$ cat src/rtl/oflow_iou_pkg.sv
// rtl/oflow_iou_pkg.sv - shared widths, box struct and helpers for the IoU calculator
//
// Purpose: constants used by every file of the IoU slice, the packed box
// layout {x_tl, y_tl, x_br, y_br} and small arithmetic helpers for stage 1.
// Ports: none (package).
package oflow_iou_pkg;

  localparam int COORD_W  = 11;
  localparam int BOX_W    = 44;
  localparam int AREA_W   = 22;
  localparam int IOU_W    = 22;
  localparam int IOU_FRAC = 21;
  localparam int UNION_W  = 24;
  localparam int NUM_W    = AREA_W + IOU_FRAC;

  localparam logic [IOU_W-1:0] IOU_ONE = 22'h200000;

  typedef struct packed {
    logic [COORD_W-1:0] x_tl;
    logic [COORD_W-1:0] y_tl;
    logic [COORD_W-1:0] x_br;
    logic [COORD_W-1:0] y_br;
  } bbox_pos_t;

  function automatic bbox_pos_t unpack_bbox(input logic [BOX_W-1:0] v);
    return bbox_pos_t'(v);
  endfunction

  // Length of the overlap of [tl_a, br_a) and [tl_b, br_b); br is exclusive,
  // so touching intervals give zero. The difference is taken signed one bit
  // wider than a coordinate and clamped at zero.
  function automatic logic [COORD_W-1:0] overlap_len(
    input logic [COORD_W-1:0] tl_a,
    input logic [COORD_W-1:0] br_a,
    input logic [COORD_W-1:0] tl_b,
    input logic [COORD_W-1:0] br_b
  );
    logic [COORD_W-1:0] hi;
    logic [COORD_W-1:0] lo;
    logic signed [COORD_W:0] diff;
    hi   = (br_a < br_b) ? br_a : br_b;
    lo   = (tl_a > tl_b) ? tl_a : tl_b;
    diff = $signed({1'b0, hi}) - $signed({1'b0, lo});
    return (diff > 0) ? diff[COORD_W-1:0] : '0;
  endfunction

  function automatic logic [AREA_W-1:0] area_of(
    input logic [COORD_W-1:0] w,
    input logic [COORD_W-1:0] h
  );
    logic [AREA_W-1:0] ww;
    logic [AREA_W-1:0] hh;
    ww = AREA_W'(w);
    hh = AREA_W'(h);
    return ww * hh;
  endfunction

endpackage

$ cat src/rtl/oflow_iou_div.sv
// rtl/oflow_iou_div.sv - combinational unsigned restoring divider for the IoU quotient
//
// Purpose: quotient = floor(numerator / divisor), truncated to its low IOU_W
// bits. The caller masks the divisor == 0 case.
// Ports:
//   numerator  in  NUM_W   dividend (intersection << IOU_FRAC)
//   divisor    in  UNION_W unsigned divisor (positive union)
//   quotient   out IOU_W   low IOU_W bits of the quotient
module oflow_iou_div
  import oflow_iou_pkg::*;
(
  input  logic [NUM_W-1:0]   numerator,
  input  logic [UNION_W-1:0] divisor,
  output logic [IOU_W-1:0]   quotient
);

  // The partial remainder stays below the divisor, so one extra bit is enough
  // to hold it after the shift-in.
  logic [UNION_W:0] rem;
  logic             q_bit;

  always_comb begin
    rem      = '0;
    q_bit    = 1'b0;
    quotient = '0;
    for (int i = NUM_W - 1; i >= 0; i--) begin
      rem   = {rem[UNION_W-1:0], numerator[i]};
      q_bit = (rem >= {1'b0, divisor});
      if (q_bit) begin
        rem = rem - {1'b0, divisor};
      end
      // Quotient bits above IOU_W still drive the remainder but are dropped.
      if (i < IOU_W) begin
        quotient = {quotient[IOU_W-2:0], q_bit};
      end
    end
  end

endmodule

$ cat src/rtl/oflow_iou_calc.sv
// rtl/oflow_iou_calc.sv - 3-stage pipelined IoU of a frame-k box and a history box
//
// Purpose: iou = floor((inter << 21) / union) in unsigned Q1.21, one box pair
// per cycle, 3-cycle latency, no handshake.
// Build option: OFLOW_IOU_CLAMP_EN saturates the result to 1.0 when the
// intersection is non-zero and the union is non-positive or not larger than it.
// Ports:
//   clk                          in  1   rising-edge clock
//   reset_N                      in  1   asynchronous reset, active high
//   bbox_position_frame_k        in  44  {x_tl, y_tl, x_br, y_br}
//   bbox_position_frame_history  in  44  same packing
//   bbox_w_frame_k / bbox_h_frame_k             in 11 frame-k size
//   bbox_w_frame_history / bbox_h_frame_history in 11 history size
//   iou                          out 22  Q1.21 score
module oflow_iou_calc
  import oflow_iou_pkg::*;
(
  input  logic               clk,
  input  logic               reset_N,
  input  logic [BOX_W-1:0]   bbox_position_frame_k,
  input  logic [BOX_W-1:0]   bbox_position_frame_history,
  input  logic [COORD_W-1:0] bbox_w_frame_k,
  input  logic [COORD_W-1:0] bbox_h_frame_k,
  input  logic [COORD_W-1:0] bbox_w_frame_history,
  input  logic [COORD_W-1:0] bbox_h_frame_history,
  output logic [IOU_W-1:0]   iou
);

  bbox_pos_t box_k;
  bbox_pos_t box_h;

  assign box_k = unpack_bbox(bbox_position_frame_k);
  assign box_h = unpack_bbox(bbox_position_frame_history);

  // Stage 1: overlap extents and both areas (areas come from w/h, not coordinates).
  logic [COORD_W-1:0] s1_ow;
  logic [COORD_W-1:0] s1_oh;
  logic [AREA_W-1:0]  s1_area_k;
  logic [AREA_W-1:0]  s1_area_h;

  always_ff @(posedge clk or posedge reset_N) begin
    if (reset_N) begin
      s1_ow     <= '0;
      s1_oh     <= '0;
      s1_area_k <= '0;
      s1_area_h <= '0;
    end else begin
      s1_ow     <= overlap_len(box_k.x_tl, box_k.x_br, box_h.x_tl, box_h.x_br);
      s1_oh     <= overlap_len(box_k.y_tl, box_k.y_br, box_h.y_tl, box_h.y_br);
      s1_area_k <= area_of(bbox_w_frame_k, bbox_h_frame_k);
      s1_area_h <= area_of(bbox_w_frame_history, bbox_h_frame_history);
    end
  end

  // Stage 2: intersection and union. Union is signed because inconsistent w/h
  // inputs can make it zero or negative.
  logic [AREA_W-1:0]         inter_d;
  logic signed [UNION_W-1:0] union_d;
  logic [AREA_W-1:0]         s2_inter;
  logic signed [UNION_W-1:0] s2_union;

  assign inter_d = area_of(s1_ow, s1_oh);
  assign union_d = $signed({2'b00, s1_area_k}) + $signed({2'b00, s1_area_h})
                 - $signed({2'b00, inter_d});

  always_ff @(posedge clk or posedge reset_N) begin
    if (reset_N) begin
      s2_inter <= '0;
      s2_union <= '0;
    end else begin
      s2_inter <= inter_d;
      s2_union <= union_d;
    end
  end

  // Stage 3: divide and register onto iou.
  logic [NUM_W-1:0]   numerator;
  logic [UNION_W-1:0] divisor;
  logic [IOU_W-1:0]   quotient;
  logic               union_nonpos;
  logic [IOU_W-1:0]   iou_d;

  assign numerator    = {s2_inter, {IOU_FRAC{1'b0}}};
  assign divisor      = s2_union;
  assign union_nonpos = s2_union[UNION_W-1] || (s2_union == '0);

  oflow_iou_div u_div (
    .numerator (numerator),
    .divisor   (divisor),
    .quotient  (quotient)
  );

  always_comb begin
    iou_d = '0;
`ifdef OFLOW_IOU_CLAMP_EN
    if ((s2_inter != '0) && (union_nonpos || ({2'b00, s2_inter} >= divisor))) begin
      iou_d = IOU_ONE;
    end else if (!union_nonpos) begin
      iou_d = quotient;
    end
`else
    if (!union_nonpos) begin
      iou_d = quotient;
    end
`endif
  end

  always_ff @(posedge clk or posedge reset_N) begin
    if (reset_N) begin
      iou <= '0;
    end else begin
      iou <= iou_d;
    end
  end

endmodule

$ cat config.mk
export PLATFORM = sky130hd
export DESIGN_NAME = oflow_iou_calc
export DESIGN_NICKNAME = d
export VERILOG_FILES = /design/src/rtl/oflow_iou_pkg.sv /design/src/rtl/oflow_iou_div.sv /design/src/rtl/oflow_iou_calc.sv
export SDC_FILE = /design/constraint.sdc
export NUM_CORES = 2
export LEC_CHECK = 0
export CORE_MARGIN = 2
export CORE_UTILIZATION = 55
export DETAILED_ROUTE_END_ITERATION = 16
export GPL_TIMING_DRIVEN = 0
export PLACE_DENSITY = 0.81
export SYNTH_ARGS = -nofsm -noshare
export SYNTH_HDL_FRONTEND = slang
export SYNTH_HIERARCHICAL = 1
export SYNTH_SLANG_ARGS = --single-unit
$ cat constraint.sdc
create_clock -name clk -period 489.5 [get_ports clk]
set_input_delay 97.9 -clock clk [delete_from_list [all_inputs] [get_ports clk]]
set_output_delay 97.9 -clock clk [all_outputs]
set_load 0.01 [all_outputs]
==> metrics.txt <==
outcome finished clean; Worst Skew around 35 ps; Synthesis Warnings 6; CP startpoint divisor[1]; Final Hold Viols 0; worst slew pin tran approximately 1000 ps; core area approximately 140000 um^2; worst min path class flip-flop to flip-flop; Async S/R FF share, synth 100%; CTS tree built; Unique masters post-synth ~130; post_cts resized 0; drt first pass iters 7; r2r endpoint iou[0]; Residual DRC 0; EDFF count, synth 0; critical path class flip-flop to flip-flop; RD Place Congestion around 0.98; Clk pin slew, worst setup/hold paths roughly 80 ps; clk_lat worst skew 470 ps; min cycle time layout roughly 240000 ps; Slew HR 28.3%; Total GRT Usage between 30% and 40%; vias in the first global route 73799; share of the clock period used by the worst path about half; starting density of the core roughly 55%; cell mode on critical path o21ai_0; RSZ-0062 raised after global routing no; final-layout fill cell count 12057; Syn Inst Count ~9600; Overflow after GRT 0; CP Data Required Time a little under 500000 ps; CTS H-tree depth 4; max-capacitance violation count 0; Area Growth Syn to Fin 6.54%; FF+latch count, synth about 130; DR iter-0 viols about 6500; hold depth 1; sequential area share after synthesis 4.42%; Vias 74277; CP endpoint kind flip-flop; CTS Buf Count 17; final setup vio count 0; reg2reg start divisor[1]; critical path launch point type flip-flop; dpl hpwl approximately 190 mm; Post-Syn Area between 70000 and 80000 um^2; Die H between 300 and 400 um; Crit path largest cell delay roughly 930 ps; Critical Path Fanout Max 26; Die X between 300 and 400 um; cts hold-fix bufs 0; Port-buffer cells between 150 and 200; root buf cell clkbuf_16; Syn Area/Cell 7.92 um^2; WL final 236 mm; Reg2Reg Depth ~1100; CTS Sinks 134; Die ar. approximately 140000 um^2; Hold Path Origin s1_area_k[0]; Slew Viols, Final 0; critical path's top delay family compound AO/OA/AOI/OAI gates; vias per inst 6.39; CP bufs+invs 90; initial antenna violation count 4; number of setup buffers added after CTS 0; Worst Hold Endpoint divisor[0]; FP Rows between 100 and 150; Routed Antenna Nets 0; final net count 11523; Reg2Reg Setup Slack about 250000 ps; largest net degree at the start of global routing 73; fmax slightly above 4 MHz; CTS max path bufs 2; layout cell share with drive strength beyond 1 roughly 8.8%; Primary FF master, synth dfrtp_1; Critical Path AT between 200000 and 250000 ps; first-pass GRT wire length about 380 mm; IO Pins approximately 160; Avg WL per Cell approximately 20 um; CP max-delay cell a2111oi_0; final setup TNS 0 ps
-- metrics by stage --
stage               hold WS (ps)  setup slack, ps  instance area [um^2]  util [%]  instances
CTS                          626           251300                 80800      58.9      11614
floorplan                    456           292000                 76000         -       9617
global route                 632           228890                 80800      58.9      11614
detailed placement           630           252680                 80300      58.5      11583
global placement             618           253420                 79800      58.2      11566
finish                       641           245520                 80800      58.9      11616
-- state kept, by name, indices dropped and copies added, names as in the netlist --
name       flops
s1_oh         11
s2_inter      22
divisor       24
s1_area_k     22
s1_ow         11
s1_area_h     22
iou           22
-- per-layer routing --
layer	vias to the layer above	track usage (%)	part of all wire (%)
met5	-	0	0.0089
met2	3362	53.2	45
met4	4	15.9	5.4
li1	34929	-	-
met3	785	4.44	8.2
met1	35197	41.4	42
-- synthesized netlist by cell type, types with 17 or more instances --
master	n	area share (%)
clkbuf_1	142	0.70
a21o_1	708	7.0
and4_1	40	0.46
a21oi_1	490	3.2
and2_1	243	2.0
nand3_1	98	0.65
o31ai_1	44	0.44
o21ai_0	534	3.5
fa_1	305	8.0
a31oi_1	44	0.36
dfrtp_1	134	4.4
mux2i_1	167	2.2
a221o_1	41	0.54
a211oi_1	77	0.76
inv_1	884	4.4
nand4_1	204	1.7
a211o_1	28	0.32
buf_1	22	0.11
a221oi_1	30	0.35
or2_2	25	0.21
and3_1	59	0.49
buf_2	29	0.19
o211a_1	19	0.25
o31a_1	20	0.23
xor2_1	405	4.7
ha_1	1276	21
o21bai_1	32	0.32
nor3_1	134	0.88
a2111oi_0	17	0.20
nand2b_1	139	1.1
o21a_1	87	0.86
nor2_1	616	3.0
mux2_4	21	0.42
nor4_1	41	0.34
or3_1	33	0.27
xnor2_1	367	4.2
mux2_2	590	8.8
nor2b_1	161	1.3
o211ai_1	48	0.47
nand2_1	731	3.6
a21boi_0	144	1.4
-- worst max-delay path by stage --
stage	endpoint	slack, ps	cells past startpoint
global route	iou[0]	228890	737
global placement	iou[0]	253420	1076
finish	iou[0]	245520	738
detailed placement	iou[0]	252680	756
floorplan	iou[0]	292000	1078
CTS	iou[0]	251300	737
-- placed cells by master (no fill, tap or decap), types with 243 or more instances in the layout --
cell type and n:
nand2_1 731, a21oi_1 490, o21ai_0 534, inv_1 861, ha_1 1276, a21o_1 708, and2_1 243, nor2_1 616
xnor2_1 367, fa_1 305, xor2_1 405, mux2_2 590
-- cells by family (layout without fill, tap and decap cells) --
| group | after synthesis | count (layout) | synth area share (%) |
|---|---|---|---|
| AOI/OAI and AO/OA | 2594 | 2594 | 23.3 |
| xor gates and xnor gates | 772 | 772 | 8.91 |
| adders and majority gates | 1581 | 1581 | 29.1 |
| buffers and inverters | 1108 | 1311 | 5.63 |
| DFF | 134 | 134 | 4.42 |
| muxes | 788 | 788 | 11.5 |
| other | 1 | 35 | 0.00494 |
| and+or+nand+nor | 2607 | 2607 | 17.1 |
-- worst reg2reg max path, delay by kind of cell, from the launching register on --
| family | cells | cell delay, ps |
|---|---|---|
| compound gates | 740 | 163090 |
| fa+ha+maj | 43 | 13260 |
| mux | 23 | 8890 |
| simple gates | 152 | 24970 |
| buf+inv | 128 | 32860 |
| flops | 1 | 820 |
-- layout make-up --
type                       instances  area (um^2)  share of cell area, %
multi-input combinational       8375        68400                   84.6
inverter                         901         3440                   4.26
sequential                       134         3360                   4.16
tap                             1794         2240                   2.78
timing repair buffer             172         1960                   2.42
buffer                           207          896                   1.11
clock buffer                      18          439                  0.543
clock inverter                    13          124                  0.153
antenna                            2         5.00                0.00619
Power is not shown: default switching activity piles up to over one toggle a cycle in this logic, so the estimate is an artifact.
